<file path="src/rtl/seg_pkg.sv">
// seg_pkg: shared constants, scan state type and leading-zero test for the 7-segment scanner
package seg_pkg;
  localparam int SEG_DIGITS = 4;
  localparam logic [SEG_DIGITS-1:0] AN_OFF = 4'b1111;
  typedef enum logic {SHOW, BLANK} state_t;
  // digit k is a leading zero when it and every digit above it are zero and it carries no DP
  function automatic logic lz_dark(input logic [15:0] v, input logic [3:0] dp, input logic [1:0] k);
    return k != 2'd0 && (v >> {k, 2'b00}) == 16'd0 && !dp[k];
  endfunction
endpackage

</file>
<file path="src/rtl/scan_timer.sv">
// scan_timer: dwell/guard counter and SHOW/BLANK sequencer that walks the digit index
//   clk, rst   : clock, synchronous active-high reset
//   en         : advance enable; counter, state and k freeze while low
//   k          : current digit index
//   state      : SHOW (digit lit) or BLANK (guard, all anodes off)
//   adv        : high on the edge where k advances
module scan_timer import seg_pkg::*; #(
  parameter int DWELL = 50000,
  parameter int GUARD = 500
) (
  input  logic       clk,
  input  logic       rst,
  input  logic       en,
  output logic [1:0] k,
  output state_t     state,
  output logic       adv
);
  localparam int CW = $clog2((DWELL > GUARD ? DWELL : GUARD) + 1);
  logic [CW-1:0] cnt, lim;
  assign lim = state == SHOW ? CW'(DWELL - 1) : CW'(GUARD - 1);
  // with no guard the SHOW slot hands straight to the next digit
  assign adv = en && cnt == lim && (state == BLANK || GUARD == 0);
  always_ff @(posedge clk)
    if (rst) begin
      cnt <= '0;
      k <= 2'd0;
      state <= SHOW;
    end else if (en) begin
      cnt <= cnt == lim ? '0 : cnt + 1'b1;
      if (cnt == lim) begin
        state <= state == SHOW && GUARD != 0 ? BLANK : SHOW;
        if (adv) k <= k + 2'd1;
      end
    end
endmodule

</file>
<file path="src/rtl/seg_scan.sv">
// seg_scan: time-multiplexed 4-digit common-anode 7-segment scanner with frame-boundary double buffering
//   CLK, RST : clock, synchronous active-high reset
//   EN       : scan enable (dark and frozen when low)
//   LD, D, DP: load strobe, 16-bit value, per-digit decimal point request
//   LZ       : leading-zero suppression enable
//   N        : nibble of current digit to the hex decoder
//   AN       : active-low anodes
//   DPN      : active-low decimal point
//   FRAME    : pulse on the first lit cycle of digit 0 in each new frame
module seg_scan import seg_pkg::*; #(
  parameter int DWELL = 50000,
  parameter int GUARD = 500
) (
  input  logic                  CLK,
  input  logic                  RST,
  input  logic                  EN,
  input  logic                  LD,
  input  logic [15:0]           D,
  input  logic [3:0]            DP,
  input  logic                  LZ,
  output logic [3:0]            N,
  output logic [SEG_DIGITS-1:0] AN,
  output logic                  DPN,
  output logic                  FRAME
);
  logic [15:0] pv, sv;
  logic [3:0] pdp, sdp;
  logic pf, fresh, adv, wrap, lit;
  logic [1:0] k;
  state_t state;
  scan_timer #(.DWELL(DWELL), .GUARD(GUARD)) u_timer (
    .clk(CLK), .rst(RST), .en(EN), .k(k), .state(state), .adv(adv)
  );
  assign wrap = adv && k == 2'd3;
  assign lit = EN && state == SHOW && !(LZ && lz_dark(sv, sdp, k));
  always_ff @(posedge CLK)
    if (RST) begin
      pv <= '0;
      pdp <= '0;
      pf <= 1'b0;
      sv <= '0;
      sdp <= '0;
      fresh <= 1'b0;
      AN <= AN_OFF;
      N <= '0;
      DPN <= 1'b1;
      FRAME <= 1'b0;
    end else begin
      if (LD) begin
        pv <= D;
        pdp <= DP;
      end
      pf <= !wrap && (LD || pf);
      // a load on the boundary edge itself bypasses the pending buffer
      if (wrap) begin
        sv <= LD ? D : pf ? pv : sv;
        sdp <= LD ? DP : pf ? pdp : sdp;
      end
      // fresh survives an EN-low stall so FRAME lands on the first lit digit-0 cycle
      fresh <= wrap || (fresh && !EN);
      FRAME <= EN && fresh;
      AN <= lit ? ~(SEG_DIGITS'(1) << k) : AN_OFF;
      DPN <= !(lit && sdp[k]);
      if (EN && state == SHOW) N <= sv[{k, 2'b00} +: 4];
    end
endmodule

</file>
<file path="config.mk">
export PLATFORM = sky130hd
export DESIGN_NAME = seg_scan
export DESIGN_NICKNAME = d
export VERILOG_FILES = /design/src/rtl/seg_pkg.sv /design/src/rtl/scan_timer.sv /design/src/rtl/seg_scan.sv
export SDC_FILE = /design/constraint.sdc
export NUM_CORES = 1
export LEC_CHECK = 0
export ABC_AREA = 1
export ABC_CLOCK_PERIOD_IN_PS = 2200
export CAP_MARGIN = 20
export CORE_ASPECT_RATIO = 1.5
export CORE_MARGIN = 1.5
export CORE_UTILIZATION = 44
export CTS_BUF_LIST = sky130_fd_sc_hd__clkbuf_8
export DETAILED_ROUTE_END_ITERATION = 8
export GPL_TIMING_DRIVEN = 1
export SLEW_MARGIN = 25
export SYNTH_ARGS = -nofsm -noshare
export SYNTH_HDL_FRONTEND = slang
export SYNTH_HIERARCHICAL = 1
export SYNTH_SLANG_ARGS = --single-unit
</file>
<file path="constraint.sdc">
create_clock -name CLK -period 2.2 [get_ports CLK]
set_input_delay 0.22 -clock CLK [delete_from_list [all_inputs] [get_ports CLK]]
set_output_delay 0.22 -clock CLK [all_outputs]
set_load 0.03 [all_outputs]
</file>
==> flow_summary.ini <==
[cells_and_area]
drive_gt1_frac = 0.210
multiInputGateArea_mm2 = 0.00157
num-nets-final = 460
seqCellArea_mm2 = 0.00143
fillCellCount = 675
area_growth_syn_to_fin_pct = 22.3
num_antenna_cells = 0

[worst_hold_path]
hold_path_class = in2reg
hold_depth = 2
beginning_of_the_worst_hold_path = RST

[power]
power_leakage_nw = 1.62
finalPower_mw = 2.66
pwr_density_cell_mw_per_mm2 = 673
ir_worst_vdd_mv = 0.351

[worst_setup_path]
cp_num_cells = 14
required_ns = 2.47
rr_worst_depth = 14
critPathLaunch = u_timer/cnt[0]
cp_top_family = simple AND/OR/NAND/NOR gates
crit_path_top_delay_cell = dfxtp_4
endpoint_kind_of_the_worst_setup_timing_path = flip-flop
crit_chain = ha_4, nand2_1, inv_1, nand2_1, nor2_2, nand3_2, nor2_4, nand2_1, inv_2, nand2_2, nor2_4, buf_12, nor2_1, a211oi_2
path_max_fanout = 8
cp_num_buf_inv = 3
critical_path.reg2reg.endpoint = sv[10]
worst-setup-path-type = reg2reg
cpMostUsedCell = nand2_1
launch_point_of_the_worst_reg_to_reg_path = u_timer/cnt[0]
max_stage_delay_ns = 0.37
r2r_setup_slack_ns = 0.19
crit_path_end = sv[10]
worstSetupStartpointType = flip-flop
arrival_ns = 2.29

[logic_synthesis]
synth.yosys.seq_area_share = 0.439
netlist_area_pre_place_mm2 = 0.00323
synth.avg_cell_area_um2 = 8.23
synth.distinct_cells = 31
netlist_instances = 393
ys.warnings.count = 6
synth_seq_cells = 71
syn_nets = 419

[cts]
cts_tree = yes
cts-buffers-inserted = 9
clock_tree.root_cell = clkbuf_8
cts-hold-fix-buffers = 0
max-clock-path-buffers = 2
htreeDepth = 3
clk_pin_slew_ns = 0.08
clock_sink_count = 71
clk_latency_ns = 0.36

[floorplan]
die_x_um = 73.0
top_level_ports = 35
die-height_um = 108
die_area_mm2 = 0.00788
initial_utilization = 0.451
floorplan.core_area_mm2 = 0.00718
placement_rows = 38

[sta]
slew_violations = 0
final_period_minus_worst_setup_slack_ns = 2.01
tightestPinTransition_ns = 0.552
final.period_utilization = 0.916
tns_ns = 0
finClkSkew_ns = 0.0122
setup_viol_count_final = 0
grt_setup_unrepaired = no
report.final.hold_viol_count = 0
max_slew_headroom = 0.632
fmax_mhz = 496

[global_routing]
grt_antenna_before_repair = 0
maximum_number_of_pins_on_one_net_before_global_route_repair = 29
grt_pass1_wl_um = 10500
groute.usage.overall = 0.178
overflow = 0
via_count_of_the_first_global_routing_pass = 2353

[drt]
wl_per_cell_um = 12.2
drt_pass1_iterations = 4
routed_via_density = 4.69
route.vias.total = 2529
detail_route.wirelength_um = 6600
initialDrtViolationCount = 137
final_antenna_net_count = 0
detail_route.drc_violations = 0

[placed_design]
port_buffers = 34
finalWeightedCongestion = 0.857
detailed_place_hpwl_um = 4680

[outcome]
outcome = completed

[flow_run]
cap_violations = 0
## where the power goes
part	internal [mW]	switching, mW
Clock	0.665	0.491
Sequential	1.31	0.0108
Combinational	0.0857	0.0966
Total	2.06	0.598
## metal layers
layer	track usage	wire length, um	vias up
li1	-	-	1332
met1	0.191	2710	1137
met2	0.303	3450	42
met3	0.0513	204	18
met4	0.105	227	0
met5	0	0	-
## logic make-up after synthesis
family                     after synthesis  share of synthesized area
AOI/OAI and AO/OA                       33                      0.103
xor gates and xnor gates                12                     0.0325
adders and majority gates                1                    0.00387
buffers and inverters                   48                     0.0789
DFF                                     71                      0.439
muxes                                   20                     0.0619
and+or+nand+nor                        208                      0.280
## placed cells by master (no fill, tap or decap), types with 5 or more instances in the layout
cell,netlist,final
clkbuf_8,1,10
buf_4,2,8
a211oi_2,20,20
a21oi_1,5,5
nor2_2,13,14
inv_1,24,23
mux2i_1,20,20
clkdlybuf4s50_1,0,33
nand2_2,7,7
nand2_1,77,77
inv_2,7,8
nor2_1,81,80
xor2_1,10,10
dfxtp_1,71,69
nand3_1,16,16
## cell type report
class / instances / share of cell area
tap: 100 / 0.0316
inverter: 32 / 0.0310
sequential: 71 / 0.361
multi-input combinational: 274 / 0.398
timing repair buffer: 46 / 0.123
clock inverter: 6 / 0.0212
clock buffer: 10 / 0.0348
## synthesized netlist by cell type (all sizes together)
cell type	n	area [um^2]
nor2	96	408
nand2	84	333
dfxtp	71	1420
inv	32	123
a211oi	21	258
mux2i	20	200
nand3	20	120
buf	12	108
xor2	10	87.6
a21oi	7	42.5
o21ai	5	32.5
clkbuf	4	25.0
nor3	4	20.0
nand4	2	12.5
xnor2	2	17.5
ha	1	12.5
nor3b	1	7.51
or2	1	6.26
## worst min-delay path by stage
stage | endpoint | slack [ns]
CTS | u_timer/cnt[10] | 0.33
global placement | FRAME | 0.46
global route | pv[7] | 0.36
finish | u_timer/cnt[13] | 0.34
detailed placement | FRAME | 0.45
floorplan | u_timer/cnt[10] | 0.29
## timing repair
action                                  in CTS  in global routing
endpoints found under the hold margin        0                  0
setup buffers                                0                  1
endpoints found under the setup margin       0                 18
resized for setup                            0                  8
## worst reg2reg max path: cells and delay by family (launching register included)
kind,cells,cell delay (ns)
AO/OA/AOI/OAI,1,0.16
adder cells (fa/ha/maj),1,0.15
buffers and inverters,3,0.29
flip-flops,1,0.37
AND/OR/NAND/NOR,9,0.96
## per-stage QoR
stage / cells / cell area [um^2] / hold slack [ns] / utilization / worst slack [ns]
after floorplan: 393 / 3230 / 0.292 / - / 0.437
after global placement: 520 / 3650 / 0.462 / 0.509 / 0.106
after detailed placement: 520 / 3650 / 0.453 / 0.509 / 0.0473
after CTS: 536 / 3880 / 0.328 / 0.540 / 0.179
after global routing: 539 / 3960 / 0.360 / 0.551 / 0.00239
final: 539 / 3960 / 0.338 / 0.551 / 0.185
## state kept, by name (all words and copies together), names as in the netlist
name / cells
pv: 16
sv: 16
u_timer/cnt: 16
AN: 4
N: 4
pdp: 4
sdp: 4
u_timer/k: 2
DPN: 1
FRAME: 1
fresh: 1
pf: 1
u_timer/state: 1
Note: power is estimated with default switching activity, not from simulation.
